<file path="src/rtl/err_pkg.sv">
// Shared constants for the error-rate monitor feeding the dynamic-TMR control unit.
package err_pkg;

  localparam int ERR_W = 4;
  localparam logic [ERR_W-1:0] ERR_MAX = 4'd15;

  localparam logic [2:0] EN_TMR     = 3'b111;
  localparam logic [2:0] EN_SIMPLEX = 3'b001;

  localparam int DEF_WIDTH = 8;

  // Add a single mismatch to a count without wrapping past ERR_MAX.
  function automatic logic [ERR_W-1:0] sat_inc(input logic [ERR_W-1:0] cnt, input logic inc);
    if (inc && (cnt != ERR_MAX)) begin
      return cnt + ERR_W'(1);
    end
    return cnt;
  endfunction

endpackage

</file>
<file path="src/rtl/tmr_vote.sv">
// Combinational bitwise majority voter; simplex mode passes lane 0 through unflagged.
module tmr_vote #(
  parameter int WIDTH = 8
) (
  input  logic [WIDTH-1:0] r0,
  input  logic [WIDTH-1:0] r1,
  input  logic [WIDTH-1:0] r2,
  input  logic             tmr_mode,
  output logic [WIDTH-1:0] voted,
  output logic [2:0]       lane_err
);

  logic [WIDTH-1:0] maj;

  assign maj = (r0 & r1) | (r0 & r2) | (r1 & r2);

  always_comb begin
    voted    = r0;
    lane_err = 3'b000;
    if (tmr_mode) begin
      voted    = maj;
      lane_err = {(r2 != maj), (r1 != maj), (r0 != maj)};
    end
  end

endmodule

</file>
<file path="src/rtl/err_rate_mon.sv">
// Votes replica outputs and publishes the mismatch count of each window of
// WIN accepted samples as a saturating 4-bit err_rate.
module err_rate_mon
  import err_pkg::*;
#(
  parameter int WIDTH = DEF_WIDTH,
  parameter int WIN   = 16
) (
  input  logic             clk,
  input  logic             rst_n,
  input  logic             in_valid,
  input  logic [WIDTH-1:0] r0,
  input  logic [WIDTH-1:0] r1,
  input  logic [WIDTH-1:0] r2,
  input  logic [2:0]       en,
  output logic             out_valid,
  output logic [WIDTH-1:0] voted,
  output logic [2:0]       lane_err,
  output logic [ERR_W-1:0] err_rate,
  output logic             win_done
);

  localparam int CNT_W = (WIN > 1) ? $clog2(WIN) : 1;
  localparam logic [CNT_W-1:0] LAST = CNT_W'(WIN - 1);

  logic [WIDTH-1:0] vote_word;
  logic [2:0]       vote_lane;
  logic             mismatch;
  logic             closing;
  logic [ERR_W-1:0] err_sum;
  logic [CNT_W-1:0] sample_cnt;
  logic [ERR_W-1:0] err_cnt;

  tmr_vote #(.WIDTH(WIDTH)) u_vote (
    .r0       (r0),
    .r1       (r1),
    .r2       (r2),
    .tmr_mode (en == EN_TMR),
    .voted    (vote_word),
    .lane_err (vote_lane)
  );

  assign mismatch = |vote_lane;
  assign closing  = (sample_cnt == LAST);
  // The closing sample's own mismatch belongs to the window it closes.
  assign err_sum  = sat_inc(err_cnt, mismatch);

  always_ff @(posedge clk or negedge rst_n) begin
    if (!rst_n) begin
      out_valid  <= 1'b0;
      voted      <= '0;
      lane_err   <= 3'b000;
      err_rate   <= '0;
      win_done   <= 1'b0;
      sample_cnt <= '0;
      err_cnt    <= '0;
    end else if (in_valid) begin
      out_valid <= 1'b1;
      voted     <= vote_word;
      lane_err  <= vote_lane;
      if (closing) begin
        err_rate   <= err_sum;
        err_cnt    <= '0;
        sample_cnt <= '0;
        win_done   <= 1'b1;
      end else begin
        err_cnt    <= err_sum;
        sample_cnt <= sample_cnt + CNT_W'(1);
        win_done   <= 1'b0;
      end
    end else begin
      out_valid <= 1'b0;
      win_done  <= 1'b0;
    end
  end

endmodule

</file>
<file path="config.mk">
export PLATFORM = sky130hd
export DESIGN_NAME = err_rate_mon
export DESIGN_NICKNAME = d
export VERILOG_FILES = /design/src/rtl/err_pkg.sv /design/src/rtl/tmr_vote.sv /design/src/rtl/err_rate_mon.sv
export SDC_FILE = /design/constraint.sdc
export NUM_CORES = 1
export LEC_CHECK = 0
export CORE_UTILIZATION = 49
export CTS_CLUSTER_DIAMETER = 30
export CTS_CLUSTER_SIZE = 14
export DETAILED_ROUTE_END_ITERATION = 16
export GPL_TIMING_DRIVEN = 1
export HOLD_SLACK_MARGIN = 0.12
export PLACE_DENSITY = 0.78
export SYNTH_ARGS = -nofsm -noshare
export SYNTH_HDL_FRONTEND = slang
export SYNTH_SLANG_ARGS = --single-unit
</file>
<file path="constraint.sdc">
create_clock -name clk -period 2.1 [get_ports clk]
set_input_delay 0.42 -clock clk [delete_from_list [all_inputs] [get_ports clk]]
set_output_delay 0.42 -clock clk [all_outputs]
set_load 0.02 [all_outputs]
</file>
==> flow_summary.json <==
{
  "cts_tree": "yes",
  "drt_iter0_markers": 49,
  "synth_top_area_share_pct": 35.16,
  "slew_viol_final": 0,
  "switchingPower_w": 0.0005397,
  "cap_violations": 0,
  "r2r-end": "err_cnt[3]$_DFFE_PN0P_",
  "area_growth_syn_to_layout_pct": 53.23,
  "total_power_w": 0.001525,
  "cp_cell_sequence": "clkdlybuf4s15_1 > or3b_2 > o2111ai_4 > nor3_2 > nand4_1 > a211oi_4 > buf_2 > or4_4 > o221ai_2",
  "yosysWarnings": 0,
  "min_period_over_period_pct": 97.37,
  "grt_use_total_pct": 24.62,
  "fp-row-count": 21,
  "worstPathMaxFanout": 5,
  "yosysSeqAreaShare_pct": 35.16,
  "drc": 0,
  "core-area_sq_mm": 0.003416,
  "root_buffer": "clkbuf_4",
  "period_minus_slack_ns": 2.045,
  "synthCells": 203,
  "slew_headroom_pct": 77.81,
  "wirelength_mm": 4.528,
  "clock.fmax_mhz": 489.1,
  "holdBufCountCts": 0,
  "start_util_pct": 52.09,
  "ir_worst_vdd_mv": 0.3852,
  "io_buffers": 46,
  "r2r_start": "err_cnt[0]$_DFFE_PN0P_",
  "p_clk_share_pct": 15.0,
  "yosysUniqueCellTypes": 45,
  "synth_edf_count": 0,
  "grt_max_degree": 26,
  "swShare_pct": 35.38,
  "worst_slack_ns": 0.05525,
  "critPathSlowestCell": "or3b_2",
  "ios": 47,
  "cts_sinks": 25,
  "hold_viol": 0,
  "clkLatencyLatePin_ns": 0.32,
  "synth-main-ff-cell": "dfrtp_1",
  "path_class": "input pin to flop",
  "setup_viol": 0,
  "dieArea_sq_mm": 0.003876,
  "worstMarginPinSlew_ns": 0.3298,
  "utilization_pct": 79.82,
  "ys_ff_latch": 25,
  "layout_common_cells": "46 x buf_4, 25 x dfrtp_1, 22 x clkdlybuf4s50_1, 17 x nand2_1, 13 x o21ai_0",
  "regToRegSetupSlack_ns": 0.29,
  "die_w_microns": 62.26,
  "final_common_cell": "buf_4",
  "fin_nets": 332,
  "r2r_cells": 7,
  "crit_arrival_ns": 2.30,
  "post_drt_wl_per_cell_microns": 13.12,
  "cp-end-kind": "flop",
  "outcome": "finished clean",
  "cp-start-kind": "input pin",
  "drive_gt1_share_pct": 32.11,
  "grt_remaining_overflow": 0,
  "pwr-share-seq_pct": 42.8,
  "required_ns": 2.36,
  "synth_nets": 235,
  "clockBufferDepth": 2,
  "hold_path.class": "input pin to async pin",
  "skew_ns": 0.002573,
  "diodes": 0,
  "clk_pin_slew_ns": 0.15,
  "h-tree-depth": 1,
  "ant_nets": 0,
  "synth.avg_cell_area_sq_um": 8.765,
  "grt_pass1_wl_mm": 7.748,
  "p_per_area_mw_per_mm2": 559.5,
  "slowest_delay_ns": 0.52,
  "first_pass_iters": 4,
  "synth_top_area_cell": "dfrtp_1",
  "fp.dieH_microns": 62.26,
  "gp_congestion": 0.7908,
  "cts_made_buffers": 3,
  "cellLeakagePower_nw": 1.255,
  "vias": 1896,
  "vias_per_cell": 5.496,
  "power_frac_comb_pct": 42.2,
  "synth.cell_area_sq_mm": 0.001779,
  "intPower_w": 0.0009857,
  "yosys-top-cells-area": "dfrtp_1 35%, nand3b_1 4.6%, o21ai_0 4.2%",
  "final_cells": 345,
  "antenna_found_initial": 0,
  "rsz0062_at_grt": "false",
  "grt_pass1_vias": 1799,
  "synthArstFlopShare_pct": 100.0,
  "dp_cells": 337,
  "dp_hpwl_mm": 3.460,
  "post-place-ws_ns": -0.7135
}
-- worst max-delay path, delay by kind of cell --
kind | cells | cell delay (ns)
simple gates | 4 | 1.20
buf+inv | 2 | 0.38
compound gates | 3 | 0.30
-- cells by family after synthesis --
logic type,synth area share [%]
flip-flops,35.16
AND/OR/NAND/NOR,29.96
buffers and inverters,4.430
XOR/XNOR,0.9847
multiplexers,3.586
adder cells (fa/ha/maj),1.406
AO/OA/AOI/OAI,24.47
-- power groups by stage --
stage                     Clock [W]  Sequential (W)  Combinational [W]
after global placement            0        0.000658           0.000602
after floorplan                   0        0.000700           0.000271
after detailed placement          0        0.000661           0.000614
after global routing       0.000255        0.000667           0.000711
final                      0.000229        0.000653           0.000644
after CTS                  0.000235        0.000652           0.000623
-- sequential cells by signal, indices dropped and copies added (netlist names) --
name and cells:
err_rate 4, sample_cnt 4, lane_err 3, err_cnt 4, win_done 1, voted 8, out_valid 1
-- cell usage after synthesis (7+ instances only) --
master,number
a21oi_1,11
inv_1,12
o21ai_0,15
dfrtp_1,25
nand3b_1,11
a211oi_1,8
nand2b_1,7
or3b_2,7
nand2_1,17
a21o_1,8
-- how the worst max path moves through the flow --
stage | slack [ns] | to | from | depth (start not counted)
after CTS | 0.003 | err_rate[1]$_DFFE_PN0P_ | r1[5] | 9
final | 0.06 | err_cnt[0]$_DFFE_PN0P_ | r1[5] | 9
after global routing | 0.002 | err_rate[3]$_DFFE_PN0P_ | r1[0] | 11
after global placement | -0.62 | err_cnt[0]$_DFFE_PN0P_ | r1[7] | 9
after floorplan | 0.02 | err_rate[1]$_DFFE_PN0P_ | r2[5] | 7
after detailed placement | -0.71 | err_rate[1]$_DFFE_PN0P_ | r1[7] | 9
-- final cells by class --
class / instances / area (sq um)
Multi-Input combinational cell: 161 / 1187
Timing Repair Buffer: 96 / 777.0
Fill cell: 240 / 689.4
Sequential cell: 25 / 625.6
Tap cell: 46 / 57.56
Inverter: 13 / 48.80
Clock buffer: 3 / 22.52
Clock inverter: 1 / 7.507
-- metrics by stage --
step | TNS (ns) | area, sq um | hold slack (ns)
global route | 0 | 2726 | 0.4386
CTS | 0 | 2704 | 0.4429
global placement | -4.912 | 2613 | 0.4615
floorplan | 0 | 1779 | 0.1244
detailed placement | -5.553 | 2613 | 0.4688
finish | 0 | 2726 | 0.4376
-- metal layers --
metal | GRT usage, % | up-vias | wire (microns)
met4 | 6.105 | 0 | 36
met3 | 4.779 | 6 | 124
met1 | 33.33 | 893 | 2112
met2 | 40.38 | 37 | 2255
met5 | 0 | - | 0
li1 | - | 960 | -
-- what timing repair did --
item	CTS	global route
endpoints found under the setup margin	8	8
buffers inserted	3	0
gates cloned	1	0
pin swaps	8	12
resized for setup	41	34
Note: power is estimated with default switching activity, not from simulation.
